[src/rtl/mandel_iter_scheduler.sv]
// Frame scheduler: walks the pixel raster and dispatches each pixel's c value
// to a free iterator. Finished counts are collected round-robin and presented
// as (x, y, count) tagged pixels to the pixel-memory writer.
module mandel_iter_scheduler #(
  parameter int NUM_ITER = 4,
  parameter int H_RES    = 640,
  parameter int V_RES    = 480,
  parameter int CNT_W    = 10,
  parameter int X_W      = $clog2(H_RES),
  parameter int Y_W      = $clog2(V_RES)
) (
  input  logic                      clk,
  input  logic                      reset,
  input  logic                      start,
  input  logic [26:0]               c_r_start,
  input  logic [26:0]               c_i_start,
  input  logic [26:0]               dc_r,
  input  logic [26:0]               dc_i,
  output logic                      busy,
  output logic                      done,
  output logic [26:0]               it_c_r,
  output logic [26:0]               it_c_i,
  output logic [NUM_ITER-1:0]       it_in_val,
  input  logic [NUM_ITER-1:0]       it_in_rdy,
  input  logic [NUM_ITER-1:0]       it_out_val,
  output logic [NUM_ITER-1:0]       it_out_rdy,
  input  logic [NUM_ITER*CNT_W-1:0] it_iter_count,
  output logic                      px_val,
  input  logic                      px_rdy,
  output logic [X_W-1:0]            px_x,
  output logic [Y_W-1:0]            px_y,
  output logic [CNT_W-1:0]          px_iter
);

  localparam int RR_W = (NUM_ITER > 1) ? $clog2(NUM_ITER) : 1;

  typedef enum logic [1:0] {S_IDLE, S_RUN, S_DRAIN, S_FIN} state_t;

  state_t              state_q, state_d;
  logic [26:0]         c_r0_q, c_r0_d;
  logic [26:0]         dc_r_q, dc_r_d;
  logic [26:0]         dc_i_q, dc_i_d;
  logic [26:0]         cur_r_q, cur_r_d;
  logic [26:0]         cur_i_q, cur_i_d;
  logic [X_W-1:0]      x_q, x_d;
  logic [Y_W-1:0]      y_q, y_d;
  logic [NUM_ITER-1:0] owned_q, owned_d;
  logic [RR_W-1:0]     rr_ptr_q, rr_ptr_d;
  logic                px_val_q, px_val_d;
  logic [X_W-1:0]      px_x_q, px_x_d;
  logic [Y_W-1:0]      px_y_q, px_y_d;
  logic [CNT_W-1:0]    px_iter_q, px_iter_d;
  logic                busy_q, busy_d;
  logic                done_q, done_d;
  logic [X_W-1:0]      tag_x_q [NUM_ITER];
  logic [X_W-1:0]      tag_x_d [NUM_ITER];
  logic [Y_W-1:0]      tag_y_q [NUM_ITER];
  logic [Y_W-1:0]      tag_y_d [NUM_ITER];

  logic [NUM_ITER-1:0] free_set, disp;
  logic                disp_found;
  logic [NUM_ITER-1:0] cand, grant;
  logic                grant_found;

  // Dispatch: lowest-index iterator that is ready and not already holding work.
  always_comb begin
    // NOTE: every signal assigned in a combinational block gets a default
    // first, so no path can leave it holding its old value (no latch).
    free_set   = it_in_rdy & ~owned_q;
    disp       = '0;
    disp_found = 1'b0;
    if (state_q == S_RUN) begin
      for (int i = 0; i < NUM_ITER; i++) begin
        if (!disp_found && free_set[i]) begin
          disp_found = 1'b1;
          disp[i]    = 1'b1;
        end
      end
    end
  end

  // Collection: first owned, valid iterator at or after rr_ptr, when the output slot frees up.
  always_comb begin
    cand        = it_out_val & owned_q;
    grant       = '0;
    grant_found = 1'b0;
    if ((state_q == S_RUN || state_q == S_DRAIN) && (!px_val_q || px_rdy)) begin
      for (int i = 0; i < NUM_ITER; i++) begin
        if (!grant_found && cand[i] && (RR_W'(i) >= rr_ptr_q)) begin
          grant_found = 1'b1;
          grant[i]    = 1'b1;
        end
      end
      for (int i = 0; i < NUM_ITER; i++) begin
        if (!grant_found && cand[i]) begin
          grant_found = 1'b1;
          grant[i]    = 1'b1;
        end
      end
    end
  end

  // Next-state: raster walk, ownership, output slot and FSM.
  always_comb begin
    state_d   = state_q;
    c_r0_d    = c_r0_q;
    dc_r_d    = dc_r_q;
    dc_i_d    = dc_i_q;
    cur_r_d   = cur_r_q;
    cur_i_d   = cur_i_q;
    x_d       = x_q;
    y_d       = y_q;
    rr_ptr_d  = rr_ptr_q;
    px_val_d  = px_val_q;
    px_x_d    = px_x_q;
    px_y_d    = px_y_q;
    px_iter_d = px_iter_q;
    tag_x_d   = tag_x_q;
    tag_y_d   = tag_y_q;

    // Dispatch and grant never touch the same iterator: one needs ~owned, the other owned.
    owned_d = (owned_q | disp) & ~grant;

    for (int i = 0; i < NUM_ITER; i++) begin
      if (disp[i]) begin
        tag_x_d[i] = x_q;
        tag_y_d[i] = y_q;
      end
    end

    if (px_val_q && px_rdy) px_val_d = 1'b0;
    for (int i = 0; i < NUM_ITER; i++) begin
      if (grant[i]) begin
        px_val_d  = 1'b1;
        px_x_d    = tag_x_q[i];
        px_y_d    = tag_y_q[i];
        px_iter_d = it_iter_count[i*CNT_W +: CNT_W];
        rr_ptr_d  = RR_W'((i + 1) % NUM_ITER);
      end
    end

    case (state_q)
      S_IDLE: begin
        if (start) begin
          // c_i_start needs no copy of its own: cur_i carries it and is never rewound.
          c_r0_d  = c_r_start;
          dc_r_d  = dc_r;
          dc_i_d  = dc_i;
          cur_r_d = c_r_start;
          cur_i_d = c_i_start;
          x_d     = '0;
          y_d     = '0;
          state_d = S_RUN;
        end
      end
      S_RUN: begin
        if (disp_found) begin
          if (x_q == X_W'(H_RES - 1)) begin
            x_d     = '0;
            cur_r_d = c_r0_q;
            y_d     = y_q + 1'b1;
            cur_i_d = cur_i_q + dc_i_q;
            if (y_q == Y_W'(V_RES - 1)) state_d = S_DRAIN;
          end else begin
            x_d     = x_q + 1'b1;
            cur_r_d = cur_r_q + dc_r_q;
          end
        end
      end
      S_DRAIN: begin
        // Looking at next-cycle values lets done rise the cycle after the last handshake.
        if (owned_d == '0 && !px_val_d) state_d = S_FIN;
      end
      S_FIN:   state_d = S_IDLE;
      default: state_d = S_IDLE;
    endcase

    busy_d = (state_d == S_RUN) || (state_d == S_DRAIN);
    done_d = (state_d == S_FIN);
  end

  // Control and datapath registers with synchronous active-low reset.
  always_ff @(posedge clk) begin
    // NOTE: sequential state uses non-blocking assignments so every flop
    // samples the pre-edge values regardless of statement order.
    if (!reset) begin
      state_q   <= S_IDLE;
      c_r0_q    <= '0;
      dc_r_q    <= '0;
      dc_i_q    <= '0;
      cur_r_q   <= '0;
      cur_i_q   <= '0;
      x_q       <= '0;
      y_q       <= '0;
      owned_q   <= '0;
      rr_ptr_q  <= '0;
      px_val_q  <= 1'b0;
      px_x_q    <= '0;
      px_y_q    <= '0;
      px_iter_q <= '0;
      busy_q    <= 1'b0;
      done_q    <= 1'b0;
    end else begin
      state_q   <= state_d;
      c_r0_q    <= c_r0_d;
      dc_r_q    <= dc_r_d;
      dc_i_q    <= dc_i_d;
      cur_r_q   <= cur_r_d;
      cur_i_q   <= cur_i_d;
      x_q       <= x_d;
      y_q       <= y_d;
      owned_q   <= owned_d;
      rr_ptr_q  <= rr_ptr_d;
      px_val_q  <= px_val_d;
      px_x_q    <= px_x_d;
      px_y_q    <= px_y_d;
      px_iter_q <= px_iter_d;
      busy_q    <= busy_d;
      done_q    <= done_d;
    end
  end

  // Per-iterator pixel tags.
  always_ff @(posedge clk) begin
    // NOTE: the tag table is left out of reset on purpose; an entry is only
    // read while its owned bit is set, and owned is always written first.
    tag_x_q <= tag_x_d;
    tag_y_q <= tag_y_d;
  end

  assign busy       = busy_q;
  assign done       = done_q;
  assign it_c_r     = cur_r_q;
  assign it_c_i     = cur_i_q;
  assign it_in_val  = disp;
  assign it_out_rdy = grant;
  assign px_val     = px_val_q;
  assign px_x       = px_x_q;
  assign px_y       = px_y_q;
  assign px_iter    = px_iter_q;

endmodule

[config.mk]
export PLATFORM = sky130hd
export DESIGN_NAME = mandel_iter_scheduler
export DESIGN_NICKNAME = d
export VERILOG_FILES = /design/src/rtl/mandel_iter_scheduler.sv
export SDC_FILE = /design/constraint.sdc
export NUM_CORES = 1
export LEC_CHECK = 0
export BUFFER_PORTS_ARGS = -buffer_cell sky130_fd_sc_hd__buf_4
export CAP_MARGIN = 25
export CORE_MARGIN = 10
export CORE_UTILIZATION = 56
export DETAILED_ROUTE_END_ITERATION = 8
export HOLD_SLACK_MARGIN = 0.1
export PLACE_DENSITY = 0.79
export SYNTH_ARGS = -nofsm -noshare
export SYNTH_HDL_FRONTEND = slang
export SYNTH_SLANG_ARGS = --single-unit
export TNS_END_PERCENT = 5
[constraint.sdc]
create_clock -name clk -period 3.5 [get_ports clk]
set_input_delay 0.875 -clock clk [delete_from_list [all_inputs] [get_ports clk]]
set_output_delay 0.875 -clock clk [all_outputs]
set_load 0.01 [all_outputs]
; Word-level counts from Yosys, hierarchy flattened
; Cells that the tools add are included.
[word_totals]
memories = 0
word_cells = 167
rom_bits = 0
regBits = 270
input_bits = 160
out_inout_bits = 94
mem_bits_rw = 0
latchBits = 0
[op_classes]
n_bitwise = 7
addsub = 4
magnitude_cmp = 4
n_reduce_logical = 41
n_eq_ne = 11
n_div = 0
muxes = 76
n_mul = 0
shift = 0
[op_table]
columns = cell, n
row1 = $mux W27, 6
row2 = $mux W10, 11
row3 = $pmux W27 S2, 2
row4 = $mux W9, 7
row5 = $add A27 B27 Y27, 2
row6 = $mux W1, 37
row7 = $pmux W10 S2, 1
row8 = $pmux W9 S2, 1
row9 = $logic_and A1 B1 Y1, 17
row10 = $mux W2, 8
row11 = $and A4 B4 Y4, 3
row12 = $logic_not A1 Y1, 12
row13 = $add A10 B1 Y10 const B, 1
row14 = $eq A10 B10 Y1 const B, 1
row15 = $add A9 B1 Y9 const B, 1
row16 = $eq A9 B9 Y1 const B, 1
row17 = $eq A2 B2 Y1 const B, 4
row18 = $mux W4, 2
row19 = $not A4 Y4, 2
row20 = $pmux W2 S4, 1
row21 = $eq A2 B1 Y1 const B, 2
row22 = $ge A1 B2 Y1 const A, 2
row23 = $ge A2 B2 Y1 const A, 2
row24 = $logic_not A4 Y1, 1
row25 = other kinds (13), 16

; Longest topological paths before layout
[depth]
word_depth = 45
mapped_depth = 11

; Least setup slack after synthesis
; No wires, ideal clock.
[synth_timing]
path_kind = in2reg
from = in it_in_rdy[1]
to = reg busy_q (netlist: busy)
stages = 9
path_slack_ps = 379
arrival_ps = 3006
path_buffers = 0
setup_time_ps = 115
path_cell_list = nor2b_1 -> a221oi_1 -> and4b_1 -> or2_2 -> a211oi_1 -> o2111ai_1 -> a31oi_1 -> ha_1 -> and2_1
[synth_between]
elab_chain_len = 20
[synth_rtl]
columns = item, line
row1 = from (decl), 24  ; input logic [NUM_ITER-1:0] it_in_rdy,
row2 = $and A4 B4 Y4 (*), 69  ; free_set = it_in_rdy & ~owned_q;
row3 = $logic_and A1 B1 Y1 (*), 74  ; if (!disp_found && free_set[i]) begin
row4 = $mux W1 (*), 74
row5 = $mux W1 (*), 72  ; if (state_q == S_RUN) begin
row6 = $logic_not A1 Y1, 74
row7 = $logic_and A1 B1 Y1, 74
row8 = $mux W1 (*), 74
row9 = $mux W1 (*), 72
row10 = (+4 left out), n/a
row11 = via it_in_val[3], 23  ; output logic [NUM_ITER-1:0] it_in_val,
row12 = (+2 left out), n/a
row13 = $logic_not A4 Y1 (*), 172  ; if (owned_d == '0 && !px_val_d) state_d = S_FIN;
row14 = $logic_and A1 B1 Y1 (*), 172
row15 = $mux W2 (*), 172
row16 = $pmux W2 S4 (*), 142  ; case (state_q)
row17 = via state_d[0], 39  ; state_t state_q, state_d;
row18 = $eq A2 B1 Y1 / $eq A2 B2 Y1 (equally long branches), 178  ; busy_d = (state_d == S_RUN) || (state_d == S_DRAIN);
row19 = $logic_or A1 B1 Y1 (*), 178
row20 = via busy_d, 53  ; logic busy_q, busy_d;
row21 = to (signal assigned), 218  ; busy_q <= busy_d;
row22 = to (decl), 53
; The timed path passes the listed nets; every way through them passes the cells marked *. The select of a mux whose other input is x is not followed.
; A chain may end at the register's enable or synchronous reset.

; Worst setup path after layout
[layout_timing]
from = reg rr_ptr_q[1]
to = out it_out_rdy[3]
[layout_between]
elab_chain_len = 35
[layout_rtl]
columns = item, line
row1 = from (decl), 48  ; logic [RR_W-1:0] rr_ptr_q, rr_ptr_d;
row2 = from (signal assigned), 213  ; rr_ptr_q <= rr_ptr_d;
row3 = $ge A1 B2 Y1, 89  ; if (!grant_found && cand[i] && (RR_W'(i) >= rr_ptr_q)) begin
row4 = $logic_and A1 B1 Y1, 89
row5 = $mux W1, 89
row6 = $mux W1, 87  ; if ((state_q == S_RUN || state_q == S_DRAIN) && (!px_val_q || px_rdy)) begin
row7 = $logic_not A1 Y1, 89
row8 = $logic_and A1 B1 Y1 (2 in series), 89
row9 = $mux W1, 89
row10 = $mux W1, 87
row11 = (+18 left out), n/a
row12 = $logic_not A1 Y1, 95  ; if (!grant_found && cand[i]) begin
row13 = $logic_and A1 B1 Y1, 95
row14 = $mux W1, 95
row15 = $mux W1, 87
row16 = $logic_not A1 Y1, 95
row17 = $logic_and A1 B1 Y1, 95
row18 = $mux W1 (*), 95
row19 = $mux W4 (*), 87
row20 = to (decl), 26  ; output logic [NUM_ITER-1:0] it_out_rdy,
; Mark *: on every way between the ends. The rest lies on a longest branch, timed or not. The select of a mux whose other input is x is not followed.

==> reports/results.txt <==
Run status = finished, final reports clean
GR Overflow Total = 0
Routed Wire Length = 39800 µm
Hold Startpoint = c_r0_q[9]$_SDFFE_PN0P_
Largest net degree at the start of global routing = 63
Post-CTS Setup Bufs = 0
Post-synthesis async set-or-reset flop share = 0%
Fraction of layout cells with a size suffix above 1 = 20.4%
Part of the power in combinational logic = 19.0%
Clock Pin Slew Worst Setup and Hold Paths = 0.06 ns
Sink Count = 270
Vias per std cell = 5.89
Tot Pwr = 0.00794 W
Filler cells = 1893
Post-cts gate resize count = 0
Initial antenna violation count = 0
# IOs = 254
CTS H-tree lvls = 1
Slew Viols, Final = 0
Crit Path Max Fanout = 10
Drt pass-1 iters = 7
Crit path capture type = output port
CTS tree = built
Warnings from Yosys = 0
Syn_nets = 1751
Chip Height = 174 µm
PortBufs = 253
CTS buffer count = 28
Synth Register Bits = 270
Starting Density = 56.8%
Clk buf depth = 3
Sw Ratio = 28.3%
Post-synthesis area per instance = 8.71 µm²
Worst hold path stage count = 2
Post-synthesis cell type count = 67
P&R area growth vs syn = 23.6%
Worst hold endpoint = c_r0_q[9]$_SDFFE_PN0P_
Switching power = 0.00225 W
Starting DRT DRC Count = 942
Share of the clock period used by the worst path = 92.0%
Post-synth EDFFs = 76
Leakage = 6.70 nW
Minimum clock period = 3.22 ns
Crit path required time = 2.62 ns
GRT met1 Usage = 30.8%
Worst reg-to-reg path cell count = 9
Multi-input logic area = 0.00675 mm²
Inserted Diodes = 0
Hpwl dp = 28500 µm
Relative slew slack = 46.9%
Worst EP arrival = 2.35 ns
CORE AREA = 0.0235 mm²
Critical path type = reg2out
Maxcap violations = 0
Synth area leaders = dfxtp_1 (29%), edfxtp_1 (17%), nand2_1 (7.8%)
Clock share of power = 36.4%
R2r setup slk = 0.56 ns
Netlist Area Pre-Place = 0.0133 mm²
Worst flop-to-flop path endpoint = it_c_r[25]$_SDFFE_PN0P_
Fmax = 0.310 GHz
HP Class = reg2reg
Routability cong. = 0.929
M2 GR Usage = 42.6%
Critical Path Start Type = flip-flop
Maximum VDD drop = 374 µV
Met3 Use GR = 5.29%
Die ar. = 0.0304 mm²
Yosys top cell area share = 29.1%
Root Driver = clkbuf_16
Gr usage total = 24.9%
Most Used Layer, Global Route = met2
Seq/Total Area, Yosys = 46.3%
Final Setup Violations = 0
# DRC = 0
Via count = 12400
Vias in the first global route = 12300
Worst-Skew Late Latency = 0.54 ns
Nets@finish = 1976
Slew @ Worst Pin = 0.797 ns
Rows = 56
Wirelength per Cell = 19.0 µm
Pwr dens = 482 mW/mm²
Mapped Cells = 1531
Hold Vio Cnt, Final = 0
Worst r2r src = it_c_r[6]$_SDFFE_PN0P_
Post-DRT Antenna Nets = 0
First-pass GRT wire length = 63800 µm
Area leader, netlist = dfxtp_1
Layout Skew = 0.0117 ns
Sequential share of power = 44.5%
Setup TNS = 0 ns
Hold_buf cts = 0
Sequential cell area = 0.00617 mm²
Cell internal pwr = 0.00569 W
Die Wd = 174 µm
Main flop type after synthesis = dfxtp_1
RSZ-0062 raised after global routing = no
## synthesized netlist by cell type, drive strengths merged, types with 11 or more instances
master	number
nand2	277
dfxtp	194
a21oi	191
nor2	139
edfxtp	76
clkbuf	75
o21ai	63
ha	58
a22oi	32
a311oi	32
nand3	28
a211oi	26
inv	25
o211ai	25
xnor2	25
a21o	24
nor3	22
xor2	21
buf	19
and3	15
a31oi	14
mux2i	14
nand4	12
nor2b	11
## stage by stage
step / cell area [µm²] / cells / setup slack, ns / hold WS [ns] / util, %
5_1_grt: 16500 / 2096 / 0.183 / 0.474 / 70.2
3_3_place_gp: 15600 / 2045 / 0.469 / 0.439 / 66.4
2_1_floorplan: 13300 / 1531 / 0.379 / 0.432 / -
6_report: 16500 / 2096 / 0.279 / 0.454 / 70.2
3_5_place_dp: 15600 / 2045 / 0.344 / 0.445 / 66.4
4_1_cts: 16500 / 2096 / 0.292 / 0.453 / 70.2
## worst max-delay path: stages, from the launching register on
cell and delay, ns:
dfxtp_1 0.48, and2_1 0.21, or2_1 0.20, nand2_1 0.07, or3_2 0.59, inv_2 0.13
buf_4 0.13
## worst max path at each step
stage / start / depth (start not counted) / end
6_report: rr_ptr_q[1]$_SDFFE_PP0P_ / 6 / it_out_rdy[3]
5_1_grt: rr_ptr_q[1]$_SDFFE_PP0P_ / 6 / it_out_rdy[3]
4_1_cts: rr_ptr_q[1]$_SDFFE_PP0P_ / 6 / it_out_rdy[3]
3_5_place_dp: it_out_val[1] / 10 / busy$_SDFF_PN0_
3_3_place_gp: it_out_val[1] / 10 / busy$_SDFF_PN0_
2_1_floorplan: it_in_rdy[1] / 9 / busy$_SDFF_PN0_
## area by class of cell
cell class / instances / area share (%)
well taps: 319 / 2.42
flip-flops and latches: 270 / 37.4
clock inverters: 14 / 0.683
clock buffers: 37 / 4.76
repair buffers: 289 / 13.2
inverters: 26 / 0.607
multi-input cells: 1141 / 40.9
## state kept, by name, summed over array words and instances, names as in the netlist, 4 cells and up
signal	count
owned_q	4
px_iter	10
dc_i_q	27
it_c_r	27
y_q	9
dc_r_q	27
it_c_i	27
x_q	10
tag_y_q	36
px_y	9
tag_x_q	40
px_x	10
c_r0_q	27
## per-layer routing
layer  vias up  part of all wire (%)
li1       5972                     -
met1      5834                    41
met2       477                    48
met3        69                   8.1
met4         0                   2.6
met5         -                     0
## placed cells by master (no fill, tap or decap), types with 6 or more instances in the layout
cell       netlist  routed
edfxtp_1        76      76
buf_4            0     289
nand2b_1         7       7
xor2_1          21      21
clkbuf_16        0      28
o21a_1           8       8
a31oi_1         14      13
o211ai_1        25      25
a221oi_1         8       8
a21o_1          24      24
ha_1            58      57
clkinv_2         0      10
o31ai_1          6       6
o21ai_0         61      61
dfxtp_1        194     194
a21oi_1        191     190
a311oi_1        32      32
mux2i_1         14      14
a22oi_1         32      32
and2_1           9       8
nor3_1          21      21
nor2b_1         11      11
a211oi_1        23      23
and3_1          15      15
nand3_1         28      28
xnor2_1         25      25
or3_1            9       8
inv_1           24      24
nor2_1         139     136
nand4_1         12      12
o22ai_1          7       7
nand3b_1         6       6
nand2_1        277     276
## power groups by stage
stage               Clock [W]  Sequential [W]  Combinational [W]
finish                0.00289         0.00353            0.00151
global route          0.00305         0.00355            0.00167
CTS                   0.00293         0.00353            0.00151
detailed placement          0         0.00360            0.00149
global placement            0         0.00359            0.00146
floorplan                   0         0.00360           0.000891
## kinds of logic after synthesis
family | after synthesis | share of synthesized area [%]
AND/OR/NAND/NOR | 554 | 18.1
AO/OA/AOI/OAI | 467 | 22.4
flip-flops | 270 | 46.3
buffers and inverters | 120 | 3.50
adder cells (fa/ha/maj) | 60 | 5.74
XOR/XNOR | 46 | 3.02
multiplexers | 14 | 1.05
No activity file was read; power rests on OpenSTA's default activity.
